## config.mk

```make
export PLATFORM = sky130hd
export DESIGN_NAME = spi_cmd_target
export DESIGN_NICKNAME = d
export VERILOG_FILES = /design/src/rtl/spi_cmd_target.sv
export SDC_FILE = /design/constraint.sdc
export NUM_CORES = 1
export LEC_CHECK = 0
export ABC_AREA = 1
export ABC_CLOCK_PERIOD_IN_PS = 3700
export CORE_MARGIN = 3
export CORE_UTILIZATION = 56
export CTS_CLUSTER_SIZE = 12
export DETAILED_ROUTE_END_ITERATION = 10
export PLACE_DENSITY = 0.88
export SLEW_MARGIN = 40
export SYNTH_ARGS = -nofsm -noshare
export SYNTH_HDL_FRONTEND = slang
export SYNTH_SLANG_ARGS = --single-unit
```

## constraint.sdc

```tcl
create_clock -name clk -period 3.7 [get_ports clk]
set_clock_uncertainty 0.05 [all_clocks]
set_input_delay 0.74 -clock clk [delete_from_list [all_inputs] [get_ports clk]]
set_output_delay 0.74 -clock clk [all_outputs]
set_load 0.005 [all_outputs]
```

## src/rtl/spi_cmd_target.sv

```systemverilog
// SPI mode-0 command target: decodes command/address/data frames into a single-request bus.
// SPI pins are oversampled in the clk domain; nothing is clocked by spi_sclk itself.
module spi_cmd_target #(
  parameter int ADDR_WIDTH  = 17,
  parameter int SYNC_STAGES = 2
) (
  input  logic                  clk,
  input  logic                  reset,
  input  logic                  spi_sclk,
  input  logic                  spi_cs_n,
  input  logic                  spi_rx,
  output logic                  spi_tx,
  output logic [ADDR_WIDTH-1:0] spi_addr,
  output logic [7:0]            spi_wr_data,
  output logic                  spi_rw_b,
  output logic                  spi_req,
  input  logic                  spi_ack,
  input  logic [7:0]            spi_rd_data,
  output logic                  spi_overrun
);

  typedef enum logic [2:0] {
    S_CMD, S_ADDR_HI, S_ADDR_LO, S_WR_DATA, S_RD_DATA, S_IGNORE
  } state_t;

  state_t                 state_q, state_d;
  logic [SYNC_STAGES-1:0] sclk_sync_q, cs_sync_q, rx_sync_q;
  logic                   sclk_prev_q;
  logic                   sclk_s, cs_active, rx_s, sclk_rise, sclk_fall;
  logic [2:0]             rx_cnt_q, tx_cnt_q;
  logic [7:0]             rx_sr_q, tx_sr_q, tx_sr_d, rx_byte;
  logic                   byte_done, reload, late_rd;
  logic                   cmd_rd_q;
  logic [ADDR_WIDTH-1:0]  addr_q, addr_d, req_addr_q;
  logic [7:0]             rd_data_q, wr_data_q;
  logic                   rd_valid_q, req_q, rw_b_q, overrun_q;
  logic                   want_req, issue, drop, ack_seen, want_rd;

  assign sclk_s    = sclk_sync_q[SYNC_STAGES-1];
  assign cs_active = ~cs_sync_q[SYNC_STAGES-1];
  assign rx_s      = rx_sync_q[SYNC_STAGES-1];
  assign sclk_rise = sclk_s & ~sclk_prev_q;
  assign sclk_fall = ~sclk_s & sclk_prev_q;

  assign rx_byte   = {rx_sr_q[6:0], rx_s};
  assign byte_done = cs_active & sclk_rise & (rx_cnt_q == 3'd7);
  assign reload    = cs_active & sclk_fall & (tx_cnt_q == 3'd7);
  assign late_rd   = reload & (state_q == S_RD_DATA) & ~rd_valid_q;

  assign want_rd   = byte_done & ((state_q == S_RD_DATA) | ((state_q == S_ADDR_LO) & cmd_rd_q));
  assign want_req  = want_rd | (byte_done & (state_q == S_WR_DATA));
  assign issue     = want_req & ~req_q;
  assign drop      = want_req & req_q;
  assign ack_seen  = req_q & spi_ack;

  always_comb begin
    state_d = state_q;
    if (!cs_active) begin
      state_d = S_CMD;
    end else if (byte_done) begin
      case (state_q)
        S_CMD: begin
          if (rx_byte[7:4] == 4'd1 || rx_byte[7:4] == 4'd2) state_d = S_ADDR_HI;
          else if (rx_byte[7:4] == 4'd0)                   state_d = S_CMD;
          else                                             state_d = S_IGNORE;
        end
        S_ADDR_HI: state_d = S_ADDR_LO;
        S_ADDR_LO: state_d = cmd_rd_q ? S_RD_DATA : S_WR_DATA;
        S_WR_DATA: state_d = S_WR_DATA;
        S_RD_DATA: state_d = S_RD_DATA;
        S_IGNORE:  state_d = S_IGNORE;
        default:   state_d = S_CMD;
      endcase
    end
  end

  always_comb begin
    addr_d = addr_q;
    if (byte_done && state_q == S_CMD) begin
      for (int i = 16; i < ADDR_WIDTH; i++) addr_d[i] = rx_byte[i-16];
    end else if (byte_done && state_q == S_ADDR_HI) begin
      addr_d[15:8] = rx_byte;
    end else if (byte_done && state_q == S_ADDR_LO) begin
      addr_d[7:0] = rx_byte;
    end else if (ack_seen) begin
      addr_d = addr_q + {{(ADDR_WIDTH-1){1'b0}}, 1'b1};
    end
  end

  // Read data only goes out in RD_DATA, and only if the ack beat the byte boundary.
  always_comb begin
    tx_sr_d = tx_sr_q;
    if (!cs_active) begin
      tx_sr_d = 8'h00;
    end else if (sclk_fall) begin
      if (tx_cnt_q == 3'd7)
        tx_sr_d = (state_q == S_RD_DATA && rd_valid_q) ? rd_data_q : 8'h00;
      else
        tx_sr_d = {tx_sr_q[6:0], 1'b0};
    end
  end

  always_ff @(posedge clk or posedge reset) begin
    if (reset) begin
      state_q     <= S_CMD;
      sclk_sync_q <= '0;
      cs_sync_q   <= '1;
      rx_sync_q   <= '0;
      sclk_prev_q <= 1'b0;
      rx_cnt_q    <= 3'd0;
      tx_cnt_q    <= 3'd0;
      rx_sr_q     <= 8'h00;
      tx_sr_q     <= 8'h00;
      cmd_rd_q    <= 1'b0;
      addr_q      <= '0;
      req_addr_q  <= '0;
      rd_data_q   <= 8'h00;
      wr_data_q   <= 8'h00;
      rd_valid_q  <= 1'b0;
      req_q       <= 1'b0;
      rw_b_q      <= 1'b1;
      overrun_q   <= 1'b0;
    end else begin
      state_q     <= state_d;
      sclk_sync_q <= {sclk_sync_q[SYNC_STAGES-2:0], spi_sclk};
      cs_sync_q   <= {cs_sync_q[SYNC_STAGES-2:0], spi_cs_n};
      rx_sync_q   <= {rx_sync_q[SYNC_STAGES-2:0], spi_rx};
      sclk_prev_q <= sclk_s;
      addr_q      <= addr_d;
      tx_sr_q     <= tx_sr_d;
      overrun_q   <= drop | late_rd;

      if (!cs_active) begin
        rx_cnt_q <= 3'd0;
        tx_cnt_q <= 3'd0;
        rx_sr_q  <= 8'h00;
      end else begin
        if (sclk_rise) begin
          rx_cnt_q <= rx_cnt_q + 3'd1;
          rx_sr_q  <= rx_byte;
        end
        if (sclk_fall) tx_cnt_q <= tx_cnt_q + 3'd1;
      end

      if (byte_done && state_q == S_CMD) cmd_rd_q <= (rx_byte[7:4] == 4'd2);

      if (issue) begin
        req_q      <= 1'b1;
        req_addr_q <= addr_d;
        rw_b_q     <= want_rd;
        if (!want_rd) wr_data_q <= rx_byte;
      end else if (ack_seen) begin
        req_q <= 1'b0;
      end

      // A fresh read request invalidates older data so a stale byte is never returned.
      if (!cs_active || (issue && want_rd)) rd_valid_q <= 1'b0;
      else if (ack_seen && rw_b_q)          rd_valid_q <= 1'b1;
      else if (reload)                      rd_valid_q <= 1'b0;

      if (ack_seen && rw_b_q) rd_data_q <= spi_rd_data;
    end
  end

  assign spi_tx      = tx_sr_q[7];
  assign spi_addr    = req_addr_q;
  assign spi_wr_data = wr_data_q;
  assign spi_rw_b    = rw_b_q;
  assign spi_req     = req_q;
  assign spi_overrun = overrun_q;

endmodule

```

==> results.cfg, run 1 <==
[clock_network]
clock_latency_ps = 370
numClockSinks = 86
cts_made_buffers = 9
postCtsHoldBufs = 0
cts_setup_buffers = 0
cts-root-buf = clkbuf_8
cts_buffer_depth = 2
cts_resized = 0
tritoncts = built
cts.reportedPaths.clkPinSlew_ps = 80
h-tree-depth = 3

[die]
die_width_um = 91.46
die-area_sq_mm = 0.008365
pin_count = 43
num_rows = 30
start_util = 0.5890
die_h_um = 91.46
design.core.area_sq_mm = 0.006944

[place]
post-place-ws_ps = 1015
io_buffers = 42
dp_hpwl_um = 6310
place_congestion = 0.9185
placed_cells = 626

[finish]
drive_above_1_share = 0.06777
fill_cells = 534
layout.nets = 560
syn_to_final_growth_pct = 17.74
num_antenna_cells = 0
regArea_sq_mm = 0.002156
final_util = 0.6935
multi_input_area_sq_mm = 0.001645
fin_cells = 642

[logic_synthesis]
synth-seq-area-share = 0.5271
netlist_area_sq_mm = 0.004090
yosysUniqueCellTypes = 37
synthCells = 496
syn_area_per_cell_sq_um = 8.246
syn_nets = 515
ys_ff_latch = 86
yosysWarnings = 0

[hold_path]
hp-class = reg -> reg
hold_start = sclk_sync_q[0]$_DFF_PP0_

[timing]
hold_viol_final = 0
setup_viol = 0
min_period_ps = 2717
fin_setup_tns_ps = 0
finalCritPeriodShare = 0.7343
tightest_slew_ps = 719.8
slew_violations = 0
max_freq_ghz = 0.3681
rsz0062_at_grt = false
slew_headroom = 0.5190
fin_ws_ps = 983.3

[critical_path]
crit_start = rx_cnt_q[0]$_DFFE_PP0P_
r2r-start = rx_cnt_q[0]$_DFFE_PP0P_
crit_required_ps = 3900
critical_path_arrival_ps = 2920
worstSetupEndpointType = register
worst-path-max-fanout = 27
critPathLaunchType = register
path_class = reg -> reg

[global_routing]
antenna_found_initial = 0
grt_pass1_vias = 3456
grt-ovfl-total = 0
grt_max_degree = 87
grt_pass1_wl_um = 15770
grt_use_total = 0.2347

[power]
p_per_area_mw_per_mm2 = 378.4
power.total_mw = 1.822
ir_worst_vdd_mv = 0.2600
leakage_nw = 2.346

[outcome]
outcome = complete, no violations

[flow_run]
cap_violations = 0

[route]
post-route-drc-count = 0
vias = 3486
first_pass_iters = 5
wl_per_cell_um = 14.20
drtAntennaViolNets = 0
drtIter0Drc = 253
routed_wl_um = 9118
via_per_inst = 5.430
[final timing paths]
path	to	slack, ps	depth (start not counted)
setup / recovery	spi_wr_data[3]$_DFFE_PP0P_	980	11
hold / removal	sclk_sync_q[1]$_DFF_PP0_	290	0
setup reg to reg	spi_wr_data[3]$_DFFE_PP0P_	980	11
hold reg to reg	sclk_sync_q[1]$_DFF_PP0_	290	0
max in group asynchronous	cs_sync_q[0]$_DFF_PP1_	2500	3
min in group asynchronous	addr_q[8]$_DFF_PP0_	730	3
[where the power goes]
part           total, mW  internal [mW]  switching [mW]
Combinational      0.114         0.0420          0.0720
Clock              0.734          0.398           0.336
Sequential         0.974          0.958          0.0165
Total               1.82           1.40           0.424
[worst max-delay path: stages (launching register included)]
cell,delay (ps)
dfrtp_1,380
ha_1,170
ha_1,220
inv_1,70
nor2_2,130
nand2_1,430
o22ai_2,350
nor2_2,120
nor2_8,350
nand2_2,190
nand2_1,100
nand2_1,50
[kinds of logic after synthesis]
family                     count (synthesis)  share of synthesized area
buffers and inverters                     71                    0.07066
and+or+nand+nor                          259                     0.2741
DFF                                       86                     0.5271
adders and majority gates                  5                    0.01530
AOI/OAI and AO/OA                         70                     0.1022
xor gates and xnor gates                   5                    0.01071
[placed cells by master (no fill, tap or decap), types with 4 or more instances in the layout]
cell type / n
a21oi_1: 10
a31oi_1: 9
clkbuf_8: 10
clkdlybuf4s50_1: 42
dfrtp_1: 83
ha_1: 5
inv_1: 56
inv_2: 4
nand2_1: 165
nand3_1: 36
nor2_1: 32
nor2_2: 6
nor3_1: 7
o211ai_1: 4
o21ai_0: 15
o21ai_1: 9
o22ai_1: 17
xor2_1: 4
[flip-flops by register name (all words and copies together), names as in the netlist, 3 cells and up]
name / count
addr_q: 17
tx_cnt_q: 3
spi_wr_data: 8
rd_data_q: 8
rx_sr_q: 7
tx_sr_q: 8
state_q: 3
spi_addr: 17
rx_cnt_q: 3
[routing by layer]
metal / GRT usage / part of all wire / wire (um) / vias up
met5: 0 / 0 / 0 / -
met4: 0.09422 / 0.016 / 148 / 0
met3: 0.05800 / 0.068 / 617 / 18
met2: 0.3774 / 0.47 / 4288 / 120
met1: 0.3044 / 0.45 / 4063 / 1644
li1: - / - / - / 1704
[synth_stat cells]
cell type  instances  share of area
nor3_1             7         0.0086
a22o_1             2         0.0043
nor2_2             6         0.0092
nand3_4            1         0.0043
o31ai_1            1         0.0018
inv_2              4         0.0037
o211ai_1           4         0.0073
buf_4              2         0.0037
o21ai_0           15          0.018
and2_1             2         0.0031
nor2_4             1         0.0028
nand2_1          165           0.15
o221ai_1           1         0.0021
nor2_1            32          0.029
nand4_1            3         0.0046
a31oi_1            9          0.014
nand2_2            1         0.0015
nand3_1           36          0.044
inv_1             57          0.052
xor2_1             4         0.0086
o22ai_1           17          0.026
xnor2_1            1         0.0021
o22ai_2            1         0.0031
buf_2              4         0.0049
dfstp_2            3          0.019
o32ai_1            1         0.0021
nand4_4            1         0.0052
a21oi_1           10          0.012
o21ai_1            9          0.011
buf_6              1         0.0028
nand3b_1           2         0.0037
dfrtp_1           83           0.51
or2_2              1         0.0015
inv_4              1         0.0015
ha_1               5          0.015
clkbuf_1           2         0.0018
nor2_8             1         0.0049
[metrics by stage]
| stage | hold WS [ps] | cell area (sq um) |
|---|---|---|
| final | 294.5 | 4816 |
| after global routing | 311.7 | 4816 |
| after CTS | 297.2 | 4816 |
| after detailed placement | 285.6 | 4598 |
| after global placement | 282.1 | 4598 |
| after floorplan | 281.2 | 4090 |
[cell type report]
class	count	share of cell area
multi-input cells	339	0.3416
clock inverters	4	0.01507
flip-flops and latches	86	0.4476
well taps	96	0.02494
repair buffers	43	0.09145
clock buffers	12	0.03014
inverters	62	0.04910
No activity file was read; power rests on OpenSTA's default activity.
==> run 2, diff against run 1 <==
--- a/config.mk
+++ b/config.mk
@@ -6,7 +6,7 @@
 export NUM_CORES = 1
 export LEC_CHECK = 0
 export ABC_AREA = 1
-export ABC_CLOCK_PERIOD_IN_PS = 3700
+export ABC_CLOCK_PERIOD_IN_PS = 2500
 export CORE_MARGIN = 3
 export CORE_UTILIZATION = 56
 export CTS_CLUSTER_SIZE = 12
==> constraint.sdc (replaced) <==
create_clock -name clk -period 2.5 [get_ports clk]
set_clock_uncertainty 0.05 [all_clocks]
set_input_delay 0.5 -clock clk [delete_from_list [all_inputs] [get_ports clk]]
set_output_delay 0.5 -clock clk [all_outputs]
set_load 0.005 [all_outputs]
==> run 2 against run 1 <==
- worst setup slack lost 720 ps
- die area is the same
- sequential cell count is the same
- wire length grew 5.1%
- fmax grew 21%
- sequential share of layout area shrank 0.39 points
- worst hold slack gained 4.3 ps
- register-to-register slack lost 720 ps
- power grew 41%
- non-clock buffer count grew 7
- clock-buffer cell count shrank 1
- clock power grew 30%
- highest routed layer unchanged
==> results.cfg, run 2 (same netlist as run 1, synthesis figures left out) <==
[outcome]
outcome = complete, no violations

[die]
start_util = 0.5890
design.core.area_sq_mm = 0.006944
die_h_um = 91.46
num_rows = 30
die_width_um = 91.46
pin_count = 43
die-area_sq_mm = 0.008365

[global_routing]
grt-ovfl-total = 0
grt_pass1_vias = 3446
grt_use_total = 0.2431
grt_max_degree = 32
antenna_found_initial = 0
grt_pass1_wl_um = 16430

[flow_run]
cap_violations = 0

[clock_network]
h-tree-depth = 3
tritoncts = built
cts.reportedPaths.clkPinSlew_ps = 100
postCtsHoldBufs = 0
cts_resized = 0
cts_made_buffers = 9
cts_setup_buffers = 0
cts-root-buf = clkbuf_8
numClockSinks = 86
clock_latency_ps = 370
cts_buffer_depth = 2

[critical_path]
path_class = reg -> reg
worst-path-max-fanout = 16
critPathLaunchType = register
cp_top_family = simple AND/OR/NAND/NOR gates
crit_start = rx_cnt_q[0]$_DFFE_PP0P_
critical_path_arrival_ps = 2500
critPathMaxStageDelay_ps = 480
crit_slowest_cell = nor2_2
crit_required_ps = 2760
worst-path-buf-inv = 0
r2r-start = rx_cnt_q[0]$_DFFE_PP0P_
path_cells = ha_1 -> ha_1 -> nand4_4 -> nor2_2 -> nor2_2 -> o21ai_0 -> o22ai_1 -> nand2_1 -> nand2_1
worstSetupEndpointType = register

[place]
dp_hpwl_um = 6554
placed_area_sq_mm = 0.004666
place_congestion = 0.9325
io_buffers = 42

[hold_path]
hp-class = reg -> reg
hold_start = sclk_sync_q[0]$_DFF_PP0_

[finish]
drive_above_1_share = 0.08318
num_antenna_cells = 0
design_area_sq_mm = 0.004858
syn_to_final_growth_pct = 18.78
final_common_cell = nand2_1
layout.nets = 567
layout_common_cells = 165 x nand2_1, 83 x dfrtp_1, 56 x inv_1, 42 x clkdlybuf4s50_1, 36 x nand3_1

[timing]
min_period_ps = 2236
max_freq_ghz = 0.4472
rsz0062_at_grt = false
fin_setup_tns_ps = 0
slew_headroom = 0.5914
tightest_slew_ps = 611.6
setup_viol = 0
hold_slack_ps = 298.8
slew_violations = 0
finalCritPeriodShare = 0.8945
hold_viol_final = 0

[route]
routed_wl_um = 9583
first_pass_iters = 5
via_per_inst = 5.445
vias = 3534
drtAntennaViolNets = 0
wl_per_cell_um = 14.77
drtIter0Drc = 278
post-route-drc-count = 0

[power]
p_per_area_mw_per_mm2 = 529.3
ir_worst_vdd_mv = 0.3000
leakage_nw = 2.368
run 2: layout make-up:
| type | instances | area (sq um) |
|---|---|---|
| clock buffers | 11 | 151.4 |
| clock inverters | 5 | 41.29 |
| fillers | 545 | 2086 |
| inverters | 62 | 239.0 |
| multi-input cells | 339 | 1645 |
| flip-flops and latches | 86 | 2156 |
| well taps | 96 | 120.1 |
| repair buffers | 50 | 505.5 |
run 2: power breakdown:
group	total [mW]	internal [mW]	leakage, nW	switching, mW
registers	1.44	1.42	1.02	0.0257
clock network	0.953	0.422	0.0922	0.531
logic	0.175	0.0657	1.26	0.109
total	2.57	1.91	2.37	0.666
run 2: path summary, 6_finish.rpt:
check	slack, ps	end	cells after the start
worst max-delay path	260	spi_addr[6]$_DFFE_PP0N_	9
worst min-delay path	300	sclk_sync_q[1]$_DFF_PP0_	0
worst max register to register	260	spi_addr[6]$_DFFE_PP0N_	9
worst min register to register	300	sclk_sync_q[1]$_DFF_PP0_	0
max in group asynchronous	1280	spi_rw_b$_DFFE_PP1N_	3
min in group asynchronous	490	sclk_prev_q$_DFF_PP0_	2
run 2: worst reg2reg max path: stages, from the launching register on:
cell and delay [ps]:
dfrtp_1 400, ha_1 210, ha_1 220, nand4_4 190, nor2_2 80, nor2_2 480
o21ai_0 180, o22ai_1 230, nand2_1 90, nand2_1 70
run 2: through the flow:
stage	cells	worst slack (ps)	power, mW	utilization
detailed placement	633	300.8	1.641	0.6719
finish	649	263.8	2.572	0.6996
global route	649	26.63	2.658	0.6996
global placement	633	353.6	1.632	0.6719
floorplan	496	587.7	1.576	-
CTS	649	265.3	2.573	0.6996
run 2: per-layer routing:
layer / global-route usage / up-vias / wire length [um]
li1: - / 1710 / -
met1: 0.3249 / 1675 / 4373
met2: 0.3944 / 128 / 4484
met3: 0.03977 / 21 / 528
met4: 0.09925 / 0 / 197
met5: 0 / - / 0
==> edit 1: new RTL, settings of run 1 <==
Put one more register stage on the output `spi_overrun`, with the module's reset. The value now appears one clock later. The other outputs are not delayed to match.
--- a/src/rtl/spi_cmd_target.sv
+++ b/src/rtl/spi_cmd_target.sv
@@ -169,3 +169,9 @@
   assign spi_req     = req_q;
-  assign spi_overrun = overrun_q;
+  always_ff @(posedge clk or posedge reset) begin
+    if (reset) begin
+      spi_overrun <= '0;
+    end else begin
+      spi_overrun <= overrun_q;
+    end
+  end
 
Check against the original RTL: no difference found for any inputs over 10 cycles, from zero or initial values and one cycle with reset high; that may be too few to reach the edited logic, so the function may still have changed.
==> edit 1 against run 1 <==
  * Total power fell by 2.0%
  * Largest cell class unchanged
  * Design area rose by 0.34%
  * Cell count rose by 0.16%
  * Die area rose by 0.58%
  * Sequential cell count rose by 1
  * Sequential share of layout area rose by 0.37 points
  * Non-clock buffer count did not move
  * Clock power fell by 6.7%
  * Worst setup slack improved by 0.016 ns
  * Wire length rose by 0.52%
  * Synthesized area rose by 0.61%
==> edit 1: results (changes against run 1) <==
| Metric | Value |
|---|---|
| Outcome | `complete, no violations` |
| 1st-pass router iterations | `6 (+1)` |
| M3 GR Usage | `0.0394 (-0.0186)` |
| VDD IR max | `0.000221 V (-15%)` |
| Cts bufs inserted | `9 (unchanged)` |
| Delay-heaviest family, CP | `simple AND/OR/NAND/NOR gates` |
| Total leakage power | `0.00236 µW (+0.56%)` |
| Number of global-route vias before repair | `3487 (+0.90%)` |
| Largest net degree at the start of global routing | `48 (-45%)` |
| Pre-CTS WS | `1.05 ns (+0.0368 ns)` |
| Seq. pwr | `986 µW (+1%)` |
| Clock root cell | `clkbuf_8` |
| Synth Area in Compound Gates | `0.102 (-0.000621)` |
| Cell count after placement | `627 (+0.16%)` |
| Synth top area cells | `dfrtp_1 (51%), nand2_1 (15%), inv_1 (5.2%)` |
| Clock group | `685 µW (-6.7%)` |
| Clk_lat worst skew | `0.36 ns` |
| Slew @ Worst Pin | `0.731 ns (+0.0109 ns)` |
| 1st-iter DRT viols | `294 (+16%)` |
| Commonest cells in the netlist | `nand2_1 (165), dfrtp_1 (84), inv_1 (57)` |
| Post-Route WL | `9170 µm (+0.52%)` |
| Total global-route track usage | `0.235 (+0.000346)` |
| Post-synthesis net count | `516 (+0.19%)` |
| Slowest-stage cell, CP | `nand2_1` |
| Avg Cell Area, Syn | `8.28 µm² (+0.41%)` |
| GRT met1 Usage | `0.314 (+0.00990)` |
| Resized Gates After CTS | `0 (unchanged)` |
| HPWL after DPL | `6380 µm (+1.1%)` |
| Worst hold path type | `reg2reg` |
| Layout cells sized above 1 | `0.0713 (+0.00353)` |
| Ys Warns | `0 (unchanged)` |
| GPL Wtd Cong | `0.972 (+5.8%)` |
| Wire per inst | `14.3 µm (+0.36%)` |
| Adder-Cell Fraction of Synth Area | `0.0152 (-0.0000930)` |
| Synth Area in XOR/XNOR | `0.0106 (-0.0000651)` |
| Clock buffer depth | `2 (unchanged)` |
| Initial antenna violation count | `0 (unchanged)` |
| DR vias | `3550 (+1.8%)` |
| Wl on met1 | `4010 µm (-1.4%)` |
| WP data arrival | `2.90 ns (-0.02 ns)` |
| DR WL met3 | `652 µm (+5.7%)` |
| Met2 wire len | `4280 µm (-0.23%)` |
| Nets | `561 (+0.18%)` |
| Cell area after placement | `0.00462 mm² (+0.54%)` |
| Setup Buffers After CTS | `0 (unchanged)` |
| Sw Ratio | `0.240 (+0.00681)` |
| Sequential share of the synthesized area | `0.530 (+0.00288)` |
| First-pass GRT wire length | `16100 µm (+1.9%)` |
| Met2 usage | `0.385 (+0.00730)` |
| Most common flop cell mapped by yosys | `dfrtp_1` |
| Total power | `1790 µW (-2.0%)` |
| Slowest stage delay, CP | `0.44 ns` |
| CP Max Fanout | `27 (unchanged)` |
[edit 1: area by class of cell]
| type | count | area (µm²) |
|---|---|---|
| Sequential cell | 87 | 2180 |
| Fill cell | 528 | 2110 |
| Multi-Input combinational cell | 339 | 1650 |
| Timing Repair Buffer | 43 | 440 |
| Inverter | 62 | 238 |
| Clock buffer | 11 | 151 |
| Tap cell | 96 | 120 |
| Clock inverter | 5 | 56.3 |
[edit 1: path summary, 6_finish.rpt]
kind | startpoint | end | slack [ns] | cells past startpoint
min in group asynchronous | reset | spi_addr[16] | 0.74 | 2
max in group asynchronous | reset | cs_sync_q[0] | 2.19 | 3
worst max register to register | rx_cnt_q[0] | spi_addr[0] | 1.0 | 11
worst min register to register | overrun_q | spi_overrun | 0.30 | 0
worst max-delay path | rx_cnt_q[0] | spi_addr[0] | 1.0 | 11
worst min-delay path | overrun_q | spi_overrun | 0.30 | 0
[edit 1: cells by family after synthesis]
kind of cell,Yosys count
compound gates,70
simple gates,259
fa+ha+maj,5
flops,87
buf+inv,71
xor+xnor,5
==> edit 2: new RTL, flow settings as in run 1 <==
Without the edit above. Set the parameter `ADDR_WIDTH` to 34 (it was 17).
--- a/src/rtl/spi_cmd_target.sv
+++ b/src/rtl/spi_cmd_target.sv
@@ -3,3 +3,3 @@
 module spi_cmd_target #(
-  parameter int ADDR_WIDTH  = 17,
+  parameter int ADDR_WIDTH  = 34,
   parameter int SYNC_STAGES = 2
Ports: changed (resized spi_addr); port bits go from 43 to 60. No check against the original RTL was run, so the function may have changed too.
==> edit 2 against run 1 <==
  * Worst setup slack improved by 0.32 ns
  * Wire length rose by 77%
  * Synthesized area rose by 49%
  * Design area rose by 53%
  * Total power rose by 64%
  * Sequential cell count rose by 34
  * Count of clock-buffer cells in the layout rose by 6
  * Critical endpoint is now spi_req
==> edit 2: results (changes against run 1) <==
| Metric | Value |
|---|---|
| Sequential share of the synthesized area | `0.492 (-0.0349)` |
| Slowest stage delay, CP | `0.56 ns (+0.13 ns)` |
| Cts bufs inserted | `17 (+8)` |
| Vias per inst | `5.61 (+3.3%)` |
| Hold_ws | `0.305 ns (+0.0106 ns)` |
| Worst r2r path cells | `8 (-3)` |
| Int Power | `2260 µW (+62%)` |
| Slowest-stage cell, CP | `clkdlybuf4s50_1` |
| Cell count after placement | `923 (+47%)` |
| H-tree levels | `4 (+1)` |
| Worst hold endpoint | `cs_sync_q[1]` |
| Number of global-route vias before repair | `5524 (+60%)` |
| Delay-heaviest family, CP | `buffers and inverters` |
| VDD IR max | `0.000408 V (+57%)` |
| WP data arrival | `1.61 ns (-1.31 ns)` |
| Nets | `826 (+48%)` |
| First-pass GRT wire length | `27500 µm (+75%)` |
| Reg power frac | `0.446 (-0.089)` |
| Clock group | `1570 µW (+110%)` |
| Port Buffers | `59 (+40%)` |
| Met2 usage | `0.449 (+0.0721)` |
| Worst-path clk slew | `0.06 ns (-0.02 ns)` |
| M3 GR Usage | `0.0663 (+0.00831)` |
| Largest net degree at the start of global routing | `40 (-54%)` |
| Post-synthesis net count | `760 (+48%)` |
| Outcome | `complete, no violations` |
| HPWL after DPL | `11100 µm (+77%)` |
| Total global-route track usage | `0.281 (+0.0461)` |
| Wire per inst | `16.9 µm (+19%)` |
| DR vias | `5364 (+54%)` |
| Clk network pwr share | `0.526 (+0.123)` |
| Reg2reg setup slack | `1.32 ns (+0.34 ns)` |
| Distinct cells, synth | `49 (+32%)` |
==> edit 2: cell type report <==
cell class / instances / area [µm²] / share of cell area
Timing Repair Buffer: 66 / 668 / 0.0904
Clock buffer: 18 / 418 / 0.0566
Multi-Input combinational cell: 515 / 2650 / 0.359
Sequential cell: 120 / 3010 / 0.407
Inverter: 87 / 335 / 0.0454
Tap cell: 136 / 170 / 0.0230
Clock inverter: 14 / 141 / 0.0191
==> edit 2: cells by family (layout without fill, tap and decap cells) <==
kind of cell | after synthesis | in the layout | share of synthesized area
AOI/OAI and AO/OA | 102 | 102 | 0.102
xor gates and xnor gates | 7 | 7 | 0.0100
adders and majority gates | 5 | 5 | 0.0102
buffers and inverters | 106 | 185 | 0.0739
DFF | 120 | 120 | 0.492
and+or+nand+nor | 401 | 401 | 0.311
==> edit 2: worst max-delay path by stage <==
stage	from	slack, ns	end	cells past startpoint
after floorplan	reset	1.44	addr_q[0]	1
after global placement	spi_ack	1.12	spi_addr[21]	12
after detailed placement	spi_ack	1.07	spi_addr[17]	12
after CTS	spi_req	1.29	spi_req	1
after global routing	rx_cnt_q[0]	1.10	spi_addr[6]	8
final	spi_req	1.30	spi_req	1
==> edit 2: worst register-to-register path, delay by kind of cell, from the launching register on <==
family / cells / cell delay (ns)
buffers and inverters: 1 / 0.52
and+or+nand+nor: 5 / 1.01
DFF: 1 / 0.38
adders and majority gates: 2 / 0.37
==> edit 2: routing by layer <==
| metal | routed length [µm] | share of wire |
|---|---|---|
| met4 | 309 | 0.019 |
| met3 | 1100 | 0.068 |
| met2 | 7610 | 0.47 |
| met1 | 7160 | 0.44 |
| met5 | 0 | 0 |
